===== src/rtl/muldiv_ctrl_if.sv =====
// Handshake and HI/LO bus of the iterative multiply/divide controller.
// The master side issues operations and mthi/mtlo writes; the slave side is the controller.
interface muldiv_ctrl_if;
  logic        start;
  logic [1:0]  op;
  logic [31:0] a;
  logic [31:0] b;
  logic        hi_we;
  logic        lo_we;
  logic [31:0] wdata;
  logic        busy;
  logic        done;
  logic        div_zero;
  logic [31:0] hi;
  logic [31:0] lo;

  modport master (
    output start, op, a, b, hi_we, lo_we, wdata,
    input  busy, done, div_zero, hi, lo
  );

  modport slave (
    input  start, op, a, b, hi_we, lo_we, wdata,
    output busy, done, div_zero, hi, lo
  );
endinterface


===== src/rtl/muldiv_ctrl.sv =====
// Iterative 32-bit mult/multu/div/divu unit with a fixed 35-cycle issue-to-done latency.
// One 33-bit adder is shared by the shift-add multiply and the restoring divide.
module muldiv_ctrl (
  input  logic        clk,
  input  logic        rst_n,
  muldiv_ctrl_if.slave bus
);

  typedef enum logic [2:0] {
    IDLE = 3'd0,
    PREP = 3'd1,
    RUN  = 3'd2,
    FIX  = 3'd3,
    DONE = 3'd4
  } state_t;

  state_t      state_r;
  state_t      state_s;
  logic [1:0]  op_r;
  logic [31:0] acc_r;
  logic [31:0] lo_r;
  logic [31:0] opd_r;
  logic [4:0]  cnt_r;
  logic        neg_q_r;
  logic        neg_r_r;
  logic        dz_r;
  logic [31:0] hi_out_r;
  logic [31:0] lo_out_r;
  logic        busy_r;
  logic        done_r;
  logic        div_zero_r;

  logic        accept_s;
  logic        is_div_s;
  logic        is_signed_s;
  logic [32:0] add_a_s;
  logic [32:0] add_b_s;
  logic        add_cin_s;
  logic [32:0] sum_s;
  logic [63:0] prod_s;
  logic [31:0] fix_hi_s;
  logic [31:0] fix_lo_s;

  function automatic logic [31:0] mag32(input logic [31:0] v, input logic sgn);
    logic [31:0] r;
    if (sgn && v[31]) begin
      r = ~v + 32'd1;
    end else begin
      r = v;
    end
    return r;
  endfunction

  function automatic logic [31:0] neg32(input logic [31:0] v, input logic flip);
    logic [31:0] r;
    if (flip) begin
      r = ~v + 32'd1;
    end else begin
      r = v;
    end
    return r;
  endfunction

  assign is_div_s    = op_r[1];
  assign is_signed_s = ~op_r[0];
  assign accept_s    = bus.start && ((state_r == IDLE) || (state_r == DONE));

  // State register
  always_ff @(posedge clk or negedge rst_n) begin
    if (!rst_n) begin
      state_r <= IDLE;
    end else begin
      state_r <= state_s;
    end
  end

  // Next-state logic
  always_comb begin
    state_s = state_r;
    case (state_r)
      IDLE: begin
        if (bus.start) state_s = PREP;
        else           state_s = IDLE;
      end
      PREP: state_s = RUN;
      RUN: begin
        if (cnt_r == 5'd31) state_s = FIX;
        else                state_s = RUN;
      end
      FIX: state_s = DONE;
      DONE: begin
        if (bus.start) state_s = PREP;
        else           state_s = IDLE;
      end
      default: state_s = IDLE;
    endcase
  end

  // Shared adder: multiply adds the multiplicand when the low bit is set; divide subtracts the divisor
  // from the remainder shifted left by one dividend bit (bit 32 of the sum is the borrow).
  always_comb begin
    if (is_div_s) begin
      add_a_s   = {acc_r, lo_r[31]};
      add_b_s   = ~{1'b0, opd_r};
      add_cin_s = 1'b1;
    end else begin
      add_a_s   = {1'b0, acc_r};
      add_b_s   = lo_r[0] ? {1'b0, opd_r} : 33'd0;
      add_cin_s = 1'b0;
    end
    sum_s = add_a_s + add_b_s + {32'd0, add_cin_s};
  end

  // Sign correction of the unsigned magnitude result
  always_comb begin
    prod_s = {acc_r, lo_r};
    if (neg_q_r) begin
      prod_s = ~{acc_r, lo_r} + 64'd1;
    end else begin
      prod_s = {acc_r, lo_r};
    end
    if (is_div_s) begin
      fix_hi_s = neg32(acc_r, neg_r_r);
      fix_lo_s = neg32(lo_r, neg_q_r);
    end else begin
      fix_hi_s = prod_s[63:32];
      fix_lo_s = prod_s[31:0];
    end
  end

  // Operand latch, magnitude preparation and iteration datapath
  always_ff @(posedge clk or negedge rst_n) begin
    if (!rst_n) begin
      op_r    <= 2'd0;
      acc_r   <= 32'd0;
      lo_r    <= 32'd0;
      opd_r   <= 32'd0;
      cnt_r   <= 5'd0;
      neg_q_r <= 1'b0;
      neg_r_r <= 1'b0;
      dz_r    <= 1'b0;
    end else begin
      case (state_r)
        IDLE, DONE: begin
          if (accept_s) begin
            op_r  <= bus.op;
            lo_r  <= bus.a;
            opd_r <= bus.b;
          end
        end
        PREP: begin
          lo_r    <= mag32(lo_r, is_signed_s);
          opd_r   <= mag32(opd_r, is_signed_s);
          acc_r   <= 32'd0;
          cnt_r   <= 5'd0;
          neg_q_r <= is_signed_s & (lo_r[31] ^ opd_r[31]);
          neg_r_r <= is_signed_s & lo_r[31];
          dz_r    <= is_div_s & (opd_r == 32'd0);
        end
        RUN: begin
          cnt_r <= cnt_r + 5'd1;
          if (is_div_s) begin
            acc_r <= sum_s[32] ? add_a_s[31:0] : sum_s[31:0];
            lo_r  <= {lo_r[30:0], ~sum_s[32]};
          end else begin
            acc_r <= sum_s[32:1];
            lo_r  <= {sum_s[0], lo_r[31:1]};
          end
        end
        default: begin
        end
      endcase
    end
  end

  // Architectural HI/LO: software writes when not busy, result write on leaving FIX
  always_ff @(posedge clk or negedge rst_n) begin
    if (!rst_n) begin
      hi_out_r <= 32'd0;
      lo_out_r <= 32'd0;
    end else begin
      case (state_r)
        IDLE, DONE: begin
          if (bus.hi_we) hi_out_r <= bus.wdata;
          if (bus.lo_we) lo_out_r <= bus.wdata;
        end
        FIX: begin
          if (!dz_r) begin
            hi_out_r <= fix_hi_s;
            lo_out_r <= fix_lo_s;
          end
        end
        default: begin
        end
      endcase
    end
  end

  // Registered status outputs, decoded from the next state
  always_ff @(posedge clk or negedge rst_n) begin
    if (!rst_n) begin
      busy_r     <= 1'b0;
      done_r     <= 1'b0;
      div_zero_r <= 1'b0;
    end else begin
      busy_r     <= (state_s == PREP) || (state_s == RUN) || (state_s == FIX);
      done_r     <= (state_s == DONE);
      div_zero_r <= (state_s == DONE) && dz_r;
    end
  end

  assign bus.busy     = busy_r;
  assign bus.done     = done_r;
  assign bus.div_zero = div_zero_r;
  assign bus.hi       = hi_out_r;
  assign bus.lo       = lo_out_r;

endmodule


===== src/flat_wrapper.sv =====
// flat-port wrapper written by rule: the top's interface ports become plain ports
module muldiv_ctrl_flat 
  (clk, rst_n, bus_start, bus_op, bus_a, bus_b, bus_hi_we, bus_lo_we, bus_wdata, bus_busy, bus_done, bus_div_zero, bus_hi, bus_lo);
  muldiv_ctrl_if bus_i ();
  input  logic clk;
  input  logic rst_n;
  input wire logic [$bits(bus_i.start)-1:0] bus_start;
  input wire logic [$bits(bus_i.op)-1:0] bus_op;
  input wire logic [$bits(bus_i.a)-1:0] bus_a;
  input wire logic [$bits(bus_i.b)-1:0] bus_b;
  input wire logic [$bits(bus_i.hi_we)-1:0] bus_hi_we;
  input wire logic [$bits(bus_i.lo_we)-1:0] bus_lo_we;
  input wire logic [$bits(bus_i.wdata)-1:0] bus_wdata;
  output wire logic [$bits(bus_i.busy)-1:0] bus_busy;
  output wire logic [$bits(bus_i.done)-1:0] bus_done;
  output wire logic [$bits(bus_i.div_zero)-1:0] bus_div_zero;
  output wire logic [$bits(bus_i.hi)-1:0] bus_hi;
  output wire logic [$bits(bus_i.lo)-1:0] bus_lo;
  assign bus_i.start = bus_start;
  assign bus_i.op = bus_op;
  assign bus_i.a = bus_a;
  assign bus_i.b = bus_b;
  assign bus_i.hi_we = bus_hi_we;
  assign bus_i.lo_we = bus_lo_we;
  assign bus_i.wdata = bus_wdata;
  assign bus_busy = bus_i.busy;
  assign bus_done = bus_i.done;
  assign bus_div_zero = bus_i.div_zero;
  assign bus_hi = bus_i.hi;
  assign bus_lo = bus_i.lo;
  muldiv_ctrl u_core (.clk(clk), .rst_n(rst_n), .bus(bus_i));
endmodule

===== config.mk =====
export PLATFORM = sky130hd
export DESIGN_NAME = muldiv_ctrl_flat
export DESIGN_NICKNAME = d
export VERILOG_FILES = /design/src/rtl/muldiv_ctrl_if.sv /design/src/rtl/muldiv_ctrl.sv /design/src/flat_wrapper.sv
export SDC_FILE = /design/constraint.sdc
export NUM_CORES = 1
export LEC_CHECK = 0
export CORE_MARGIN = 2
export CORE_UTILIZATION = 60
export DETAILED_ROUTE_END_ITERATION = 10
export DONT_BUFFER_PORTS = 1
export PLACE_DENSITY = 0.82
export SETUP_SLACK_MARGIN = 0.02
export SLEW_MARGIN = 10
export SYNTH_ARGS = -nofsm -noshare
export SYNTH_HDL_FRONTEND = slang
export SYNTH_SLANG_ARGS = --single-unit

===== constraint.sdc =====
create_clock -name clk -period 14.4 [get_ports clk]
set_input_delay 4.32 -clock clk [delete_from_list [all_inputs] [get_ports clk]]
set_output_delay 4.32 -clock clk [all_outputs]
set_load 0.03 [all_outputs]

==> flow_metrics.py, run 1 <==
metrics = {
    "setup_path": {
        "critPathMaxFanout": 67,
        "path_buf_inv": 2,
        "cp.arrival_ns": 6.09,
        "reg2reg_slack_ns": 8.64,
        "path_delay_family": "simple AND/OR/NAND/NOR gates",
        "critical_path_class": "reg2reg",
        "crit_path_end_kind": "register",
        "crit_path_start": "u_core.op_r[1]",
        "crit_required_ns": 14.73,
        "reg2reg_from": "u_core.op_r[1]",
        "cp_slowest_cell": "nor4_2",
        "crit_path_start_kind": "register",
        "path_cells": "buf_4 -> nor2_2 -> buf_4 -> mux2i_1 -> fa_1 -> fa_1 -> nand2b_1 -> a21oi_1 -> o31a_1 -> a21oi_1 -> nor4_2 -> or3_1 -> nand2_1 -> a311o_1",
        "max_stage_delay_ns": 0.75,
    },
    "yosys": {
        "yosysUniqueCellTypes": 86,
        "synth_mux_area_frac": 0.0575,
        "synth_edf_count": 0,
        "avgSynthCellArea_um2": 7.76,
        "synth_most_common_cell": "nand2_1",
        "syn_nets": 1926,
        "ys.flop_type": "dfrtp_1",
        "synth_fa_ha_area_frac": 0.0363,
        "yosys.area_share.simple": 0.217,
        "synth.area.top_cells": "dfrtp_1 32%, o21ai_0 6.5%, a21oi_1 5.6%, nand2_1 5.5%, nor2_1 5.3%",
        "yosys_warnings": 0,
        "synth-compound-area-share": 0.267,
        "synth_seq_area_share": 0.318,
        "synth_common_cells": "204 x nand2_1, 197 x nor2_1, 181 x o21ai_0, 176 x dfrtp_1, 156 x a21oi_1",
        "postSynthCellCount": 1784,
        "async_reset_ff_frac": 1.00,
        "yosys.area.top_type": "dfrtp_1",
        "syn_area_um2": 13800,
        "synth_top_family_by_area": "compound AO/OA/AOI/OAI gates",
        "synth.ff_latch_count": 176,
        "synth_xor_area_frac": 0.0538,
        "synth.top_cell.area_share": 0.318,
    },
    "finish": {
        "area_delta_synth_final_pct": 4.30,
        "finish.net_count": 1815,
        "drive_above_1_share": 0.0735,
        "utilization": 0.638,
        "diodes": 0,
    },
    "die": {
        "die_x_um": 156,
        "die_area_um2": 24300,
        "io_pins": 170,
        "initial_utilization": 0.611,
        "core_area_um2": 22600,
        "die-height_um": 156,
        "rows": 55,
    },
    "grt": {
        "antenna_found_initial": 0,
        "grt.overflow.total": 0,
        "grt_max_degree": 177,
        "grtUsageTotal": 0.363,
        "grt_pass1_vias": 12700,
        "grt_pass1_wl_um": 70200,
    },
    "worst_hold_path": {
        "hold_start": "u_core.cnt_r[3]",
        "hold_path_class": "reg2reg",
    },
    "sta": {
        "slew_headroom": 0.240,
        "setup_viol": 0,
        "rsz0062_at_grt": "false",
        "whs_ns": 0.500,
        "fmaxAchievable_mhz": 174,
        "finalSetupTns_ns": 0,
        "clock_skew_ns": 0.0149,
        "slew_violations": 0,
        "hold_viol_final": 0,
        "period_needed_ns": 5.76,
        "worst_pin_slew_ns": 1.14,
        "fin_crit_sh": 0.400,
    },
    "clock_network": {
        "cts_tree": "yes",
        "numCtsBuffers": 17,
        "htreeDepth": 4,
        "cts_buffer_depth": 2,
        "cts_resized": 0,
        "root_buffer": "clkbuf_16",
        "clock-sinks": 176,
        "worstSkewPairLatency_ns": 0.44,
        "post_cts.repair.setup_buffers": 0,
        "clkTransAtPathRegs_ns": 0.07,
        "holdBufCountCts": 0,
    },
    "outcome": {
        "status": "finished, final reports clean",
    },
    "placement": {
        "dpl.hpwl_um": 32100,
        "io_buffers": 0,
        "gp_congestion": 0.992,
    },
    "route": {
        "routed_wl_um": 45100,
        "vias": 13700,
        "ant_nets": 0,
        "vias_per_cell": 6.98,
        "drt_iter0_drc": 1737,
        "wl_per_cell_um": 22.9,
        "drc_errors": 0,
        "drtPass1Iterations": 6,
    },
    "power_and_ir_drop": {
        "power.leakage_nw": 5.88,
        "peakVddDrop_v": 0.000165,
        "p_per_area_nw_per_um2": 296,
        "power_w": 0.00428,
    },
    "job": {
        "maxCapViolCount": 0,
    },
}
-- cell usage in the layout (no fill, tap or decap), types with 36 or more instances in the layout --
cell       n
a21oi_1  154
dfrtp_1  175
ha_1      37
mux2_2    36
mux2i_1   39
nand2_1  204
nor2_1   192
nor3_1    42
o21ai_0  181
xnor2_1   48
xor2_1    37
-- final timing paths --
path                                         end  depth (start not counted)
worst max-delay path            u_core.acc_r[27]                         14
worst min-delay path             u_core.cnt_r[3]                          1
worst max register to register  u_core.acc_r[27]                         14
worst min register to register   u_core.cnt_r[3]                          1
max in group asynchronous        u_core.acc_r[2]                          0
min in group asynchronous        u_core.lo_r[15]                          0
-- flip-flops by register name, indices dropped and copies added (netlist names) --
signal and flops:
u_core.acc_r 32, u_core.neg_q_r 1, u_core.lo_r 32, u_core.bus.busy 1
u_core.state_r 3, u_core.cnt_r 5, u_core.bus.hi 32, u_core.dz_r 1
u_core.bus.lo 32, u_core.bus.div_zero 1, u_core.op_r 2, u_core.opd_r 32
u_core.neg_r_r 1, u_core.bus.done 1
-- cells by family (layout without fill, tap and decap cells) --
family                     count (synthesis)  count (layout)
xor gates and xnor gates                  85              85
AOI/OAI and AO/OA                        593             593
buffers and inverters                    178              80
DFF                                      176             176
and+or+nand+nor                          638             638
muxes                                     75              75
adders and majority gates                 39              39
-- power breakdown --
part | internal (W) | switching (W)
combinational | 0.000923 | 0.00156
sequential | 0.000722 | 0.000568
clock | 0.000266 | 0.000235
-- layer usage --
| metal | up-vias | GRT usage | part of all wire |
|---|---|---|---|
| met5 | - | 0 | 0 |
| met4 | 0 | 0.193 | 0.055 |
| met3 | 130 | 0.0836 | 0.098 |
| met2 | 738 | 0.572 | 0.45 |
| met1 | 6586 | 0.467 | 0.39 |
| li1 | 6295 | - | - |
-- final cells by class --
cell class	instances	area, um2
clock buffers	17	425
clock inverters	15	199
fillers	1980	8210
inverters	29	109
multi-input cells	1430	8790
flip-flops and latches	176	4410
well taps	285	357
repair buffers	19	143
-- metrics by stage --
step                instances  worst slack (ns)  instance area, um2
global route             1971              8.34               14400
finish                   1971              8.64               14400
detailed placement       1939              8.63               13800
floorplan                1784              8.80               13800
CTS                      1971              8.73               14400
global placement         1939              8.76               13800
Power figures use the tool's default switching activity.
==> run 2, diff against run 1 <==
--- a/config.mk
+++ b/config.mk
@@ -6,10 +6,10 @@
 export NUM_CORES = 1
 export LEC_CHECK = 0
 export CORE_MARGIN = 2
-export CORE_UTILIZATION = 60
+export CORE_UTILIZATION = 59
 export DETAILED_ROUTE_END_ITERATION = 10
 export DONT_BUFFER_PORTS = 1
-export PLACE_DENSITY = 0.82
+export PLACE_DENSITY = 0.84
 export SETUP_SLACK_MARGIN = 0.02
 export SLEW_MARGIN = 10
 export SYNTH_ARGS = -nofsm -noshare
==> constraint.sdc (replaced) <==
create_clock -name clk -period 5.12 [get_ports clk]
set_input_delay 1.536 -clock clk [delete_from_list [all_inputs] [get_ports clk]]
set_output_delay 1.536 -clock clk [all_outputs]
set_load 0.03 [all_outputs]
==> flow_metrics.py, run 2 (same netlist as run 1, synthesis figures left out) <==
metrics = {
    "route": {
        "routed_wl_um": 45800,
        "drc_errors": 0,
        "drt_iter0_drc": 1474,
        "vias_per_cell": 6.84,
        "vias": 13700,
        "wl_per_cell_um": 22.8,
        "drtPass1Iterations": 6,
        "ant_nets": 0,
    },
    "placement": {
        "dpl-instance-area_um2": 13900,
        "dpl.hpwl_um": 33400,
        "gp_congestion": 0.984,
        "io_buffers": 0,
    },
    "die": {
        "die_area_um2": 24700,
        "core_area_um2": 23300,
        "io_pins": 170,
        "rows": 56,
        "die_x_um": 157,
        "die-height_um": 157,
        "initial_utilization": 0.595,
    },
    "outcome": {
        "status": "finished, final reports clean",
    },
    "worst_hold_path": {
        "hold_start": "u_core.cnt_r[3]",
        "holdPathStages": 1,
        "hold_path_class": "reg2reg",
        "hold_path_end": "u_core.cnt_r[3]",
    },
    "sta": {
        "hold_viol_final": 0,
        "setup_viol": 0,
        "rsz0062_at_grt": "false",
        "whs_ns": 0.489,
        "period_needed_ns": 4.70,
        "slew_headroom": 0.249,
        "worst_pin_slew_ns": 1.12,
        "clock_skew_ns": 0.0197,
        "fin_crit_sh": 0.918,
        "slew_violations": 0,
        "finalSetupTns_ns": 0,
        "fmaxAchievable_mhz": 213,
    },
    "finish": {
        "finish.net_count": 1821,
        "diodes": 0,
        "drive_above_1_share": 0.0751,
        "fillCellCount": 2078,
        "area_delta_synth_final_pct": 4.80,
        "final_cell_mix": "204 x nand2_1, 192 x nor2_1, 181 x o21ai_0, 175 x dfrtp_1, 154 x a21oi_1",
        "final_common_cell": "nand2_1",
        "post-route-cell-area_um2": 14500,
    },
    "power_and_ir_drop": {
        "clkPwrFrac": 0.117,
        "p_per_area_nw_per_um2": 834,
        "pwr-share-seq": 0.299,
        "internal_power_w": 0.00545,
        "power_switching_w": 0.00665,
        "peakVddDrop_v": 0.000431,
        "power.leakage_nw": 5.90,
        "comb_power_share": 0.585,
        "switching_share": 0.550,
    },
    "setup_path": {
        "reg2reg_slack_ns": 0.42,
        "cp_slowest_cell": "inv_1",
        "reg2reg_depth": 11,
        "crit_path_start_kind": "register",
        "path_cells": "inv_1 -> o21ai_0 -> ha_1 -> a211o_1 -> a21oi_2 -> nand2_1 -> a41o_1 -> a311o_4 -> or3_1 -> a41o_1 -> o32ai_1",
        "r2r-end": "u_core.acc_r[12]",
        "cpMostUsedCell": "a41o_1",
        "cp.arrival_ns": 5.03,
        "crit_required_ns": 5.45,
        "critPathMaxFanout": 33,
        "reg2reg_from": "u_core.op_r[1]",
        "crit_path_end_kind": "register",
        "max_stage_delay_ns": 0.77,
        "critical_path_class": "reg2reg",
    },
    "clock_network": {
        "htreeDepth": 4,
        "cts_tree": "yes",
        "worstSkewPairLatency_ns": 0.44,
        "root_buffer": "clkbuf_16",
        "post_cts.repair.setup_buffers": 0,
        "holdBufCountCts": 0,
        "cts_buffer_depth": 2,
        "cts_resized": 0,
        "numCtsBuffers": 17,
        "clock-sinks": 176,
        "clkTransAtPathRegs_ns": 0.07,
    },
    "grt": {
        "grt_max_degree": 177,
        "grt.overflow.total": 0,
        "grt_pass1_wl_um": 71600,
        "grt_pass1_vias": 12700,
        "grtUsageTotal": 0.371,
        "antenna_found_initial": 0,
    },
    "job": {
        "maxCapViolCount": 0,
    },
}
-- run 2: cell count changes in the layout (fill, tap and decap cells not counted), sizes merged --
cell | before | now
buf | 19 | 25
clkinv | 6 | 1
bufinv | 2 | 3
inv | 35 | 36
clkbuf | 17 | 19
-- run 2: per-stage QoR --
stage               total power [W]   util  worst slack, ns  std cells
floorplan                   0.00855      -            0.546       1784
global placement             0.0103  0.597            0.700       1979
detailed placement           0.0105  0.597            0.509       1979
CTS                          0.0119  0.623            0.502       2010
global route                 0.0129  0.623            0.144       2010
finish                       0.0121  0.623            0.422       2010
-- run 2: power by group through the flow --
| stage | logic [W] | registers (W) | clock network (W) |
|---|---|---|---|
| after CTS | 0.00690 | 0.00357 | 0.00141 |
| after global placement | 0.00675 | 0.00357 | 0 |
| after global routing | 0.00773 | 0.00370 | 0.00147 |
| final | 0.00708 | 0.00361 | 0.00141 |
| after floorplan | 0.00555 | 0.00300 | 0 |
| after detailed placement | 0.00687 | 0.00360 | 0 |
-- run 2: worst max-delay path by stage --
stage / startpoint / to / cells after the start
6_report: u_core.op_r[1] / u_core.acc_r[12] / 11
5_1_grt: u_core.op_r[1] / u_core.acc_r[14] / 14
4_1_cts: u_core.op_r[1] / u_core.acc_r[12] / 11
3_5_place_dp: u_core.op_r[1] / u_core.acc_r[12] / 11
3_3_place_gp: u_core.op_r[1] / u_core.acc_r[14] / 13
2_1_floorplan: u_core.op_r[1] / u_core.acc_r[12] / 16
-- run 2: per-layer routing --
layer | global-route usage | vias to the layer above | wire [um]
li1 | - | 6311 | -
met3 | 0.0807 | 129 | 4810
met2 | 0.579 | 806 | 20200
met5 | 0 | - | 0
met1 | 0.483 | 6498 | 18300
met4 | 0.197 | 0 | 2530
-- run 2: final cells by class --
class | instances | area (um2) | share of cell area
Clock buffer | 19 | 433 | 0.0298
Sequential cell | 176 | 4410 | 0.304
Inverter | 29 | 109 | 0.00751
Clock inverter | 12 | 173 | 0.0119
Tap cell | 319 | 399 | 0.0275
Multi-Input combinational cell | 1430 | 8790 | 0.606
Timing Repair Buffer | 25 | 188 | 0.0129
-- run 2: critical path, delay by kind of cell (launching register included) --
| family | cells | cell delay, ns |
|---|---|---|
| AO/OA/AOI/OAI | 7 | 2.07 |
| buffers and inverters | 1 | 0.77 |
| AND/OR/NAND/NOR | 2 | 0.71 |
| flip-flops | 1 | 0.60 |
| adder cells (fa/ha/maj) | 1 | 0.44 |
==> run 3, diff against run 2 <==
--- a/config.mk
+++ b/config.mk
@@ -6,10 +6,11 @@
 export NUM_CORES = 1
 export LEC_CHECK = 0
 export CORE_MARGIN = 2
-export CORE_UTILIZATION = 59
+export CORE_UTILIZATION = 30
+export CTS_BUF_LIST = sky130_fd_sc_hd__clkbuf_4 sky130_fd_sc_hd__clkbuf_8 sky130_fd_sc_hd__clkbuf_16
 export DETAILED_ROUTE_END_ITERATION = 10
 export DONT_BUFFER_PORTS = 1
-export PLACE_DENSITY = 0.84
+export PLACE_DENSITY = 0.51
 export SETUP_SLACK_MARGIN = 0.02
 export SLEW_MARGIN = 10
 export SYNTH_ARGS = -nofsm -noshare
==> flow_metrics.py, run 3 (same netlist as run 1, synthesis figures left out) <==
metrics = {
    "placement": {
        "io_buffers": 0,
        "gp_congestion": 0.900,
        "dpl.hpwl_um": 39000,
    },
    "clock_network": {
        "numCtsBuffers": 17,
        "worstSkewPairLatency_ns": 0.47,
        "cts_tree": "yes",
        "root_buffer": "clkbuf_16",
        "clock-sinks": 176,
        "cts_buffer_depth": 2,
        "holdBufCountCts": 0,
        "cts_resized": 0,
        "post_cts.repair.setup_buffers": 0,
        "htreeDepth": 4,
        "clkTransAtPathRegs_ns": 0.07,
    },
    "job": {
        "maxCapViolCount": 0,
    },
    "power_and_ir_drop": {
        "internal_power_w": 0.00544,
        "peakVddDrop_v": 0.000371,
        "pwr-share-seq": 0.291,
        "power_switching_w": 0.00689,
        "switching_share": 0.559,
        "p_per_area_nw_per_um2": 825,
        "comb_power_share": 0.596,
        "power_w": 0.0123,
        "clkPwrFrac": 0.112,
        "power.leakage_nw": 5.96,
    },
    "die": {
        "die_x_um": 219,
        "core_area_um2": 45500,
        "initial_utilization": 0.304,
        "rows": 78,
        "io_pins": 170,
        "die-height_um": 219,
        "die_area_um2": 47900,
    },
    "finish": {
        "area_delta_synth_final_pct": 8.03,
        "drive_above_1_share": 0.0817,
        "final_cell_mix": "204 x nand2_1, 192 x nor2_1, 181 x o21ai_0, 175 x dfrtp_1, 154 x a21oi_1",
        "final_common_cell": "nand2_1",
        "finish.net_count": 1830,
        "fillCellCount": 4830,
    },
    "grt": {
        "grtUsageTotal": 0.218,
        "grt_pass1_wl_um": 80100,
        "antenna_found_initial": 2,
        "grt_use_met2": 0.340,
        "grt_max_degree": 177,
        "grt_util_met3": 0.0478,
        "busiest_layer": "met2",
        "grt_use_met1": 0.300,
        "grt_pass1_vias": 12600,
        "grt.overflow.total": 0,
    },
    "route": {
        "wl_per_cell_um": 22.8,
        "vias_per_cell": 5.82,
        "drt_iter0_drc": 1273,
        "drtPass1Iterations": 6,
        "routed_wl_um": 52400,
        "drc_errors": 0,
        "vias": 13400,
        "ant_nets": 0,
    },
    "setup_path": {
        "critical_path_class": "reg2reg",
        "crit_path_end_kind": "register",
        "crit_path_start_kind": "register",
        "cp.arrival_ns": 4.97,
        "crit_required_ns": 5.48,
        "max_stage_delay_ns": 0.76,
        "critPathMaxFanout": 59,
        "cp_slowest_cell": "o21ai_1",
        "path_cells": "buf_4 -> mux2_2 -> ha_1 -> and2_1 -> a221o_1 -> a41o_1 -> a311o_4 -> o21ai_1 -> nand2_1 -> a311oi_1",
    },
    "sta": {
        "slew_headroom": 0.198,
        "slew_violations": 0,
        "setup_viol": 0,
        "fin_crit_sh": 0.901,
        "worst_pin_slew_ns": 1.20,
        "period_needed_ns": 4.61,
        "finalSetupTns_ns": 0,
        "rsz0062_at_grt": "false",
        "clock_skew_ns": 0.0173,
        "fmaxAchievable_mhz": 217,
        "hold_viol_final": 0,
    },
    "outcome": {
        "status": "finished, final reports clean",
    },
    "worst_hold_path": {
        "hold_path_class": "reg2reg",
    },
}
run 3: cell count changes in the layout (fill, tap and decap cells not counted), sizes merged:
cell	delta
bufinv	-2
clkinv	+7
diode	+1
clkinvlp	-1
inv	-3
buf	+9
run 3: path summary, 6_finish.rpt:
path	from	endpoint	slack, ns	cells after the start
max in group asynchronous	rst_n	u_core.op_r[1]	3.90	0
worst min register to register	u_core.cnt_r[3]	u_core.cnt_r[3]	0.49	1
min in group asynchronous	rst_n	u_core.bus.lo[20]	0.75	0
worst max-delay path	u_core.op_r[1]	u_core.acc_r[29]	0.51	10
worst max register to register	u_core.op_r[1]	u_core.acc_r[29]	0.51	10
worst min-delay path	u_core.cnt_r[3]	u_core.cnt_r[3]	0.49	1
run 3: critical path: cells and delay by family, from the launching register on:
kind	cells	cell delay (ns)
adder cells (fa/ha/maj)	1	0.35
multiplexers	1	0.42
AO/OA/AOI/OAI	5	2.21
buffers and inverters	1	0.56
AND/OR/NAND/NOR	2	0.52
flip-flops	1	0.43
run 3: final cells by class:
type | instances | area (um2) | area share
diodes | 1 | 2.50 | 0.000167
clock inverters | 13 | 154 | 0.0103
multi-input cells | 1430 | 8800 | 0.589
flip-flops and latches | 176 | 4410 | 0.295
repair buffers | 34 | 280 | 0.0187
inverters | 29 | 109 | 0.00728
clock buffers | 19 | 447 | 0.0299
well taps | 600 | 751 | 0.0502
run 3: routing by layer:
metal	part of all wire	vias up
met3	0.074	66
met2	0.45	485
met1	0.45	6531
li1	-	6311
met4	0.027	2
met5	0.00025	-
run 3: power by group through the flow:
stage | Combinational, W | Clock [W] | Sequential [W]
6_report | 0.00735 | 0.00139 | 0.00359
5_1_grt | 0.00807 | 0.00147 | 0.00370
4_1_cts | 0.00725 | 0.00140 | 0.00358
3_5_place_dp | 0.00722 | 0 | 0.00361
3_3_place_gp | 0.00718 | 0 | 0.00360
2_1_floorplan | 0.00555 | 0 | 0.00300
run 3: metrics by stage:
| stage | hold slack [ns] | setup slack, ns | cell area (um2) | utilization | std cells |
|---|---|---|---|---|---|
| 2_1_floorplan | 0.445 | 0.546 | 13800 | - | 1784 |
| 3_3_place_gp | 0.478 | 0.747 | 14300 | 0.315 | 2269 |
| 3_5_place_dp | 0.475 | 0.605 | 14300 | 0.315 | 2269 |
| 4_1_cts | 0.489 | 0.580 | 14900 | 0.329 | 2301 |
| 5_1_grt | 0.519 | 0.237 | 14900 | 0.329 | 2301 |
| 6_report | 0.486 | 0.507 | 15000 | 0.329 | 2302 |
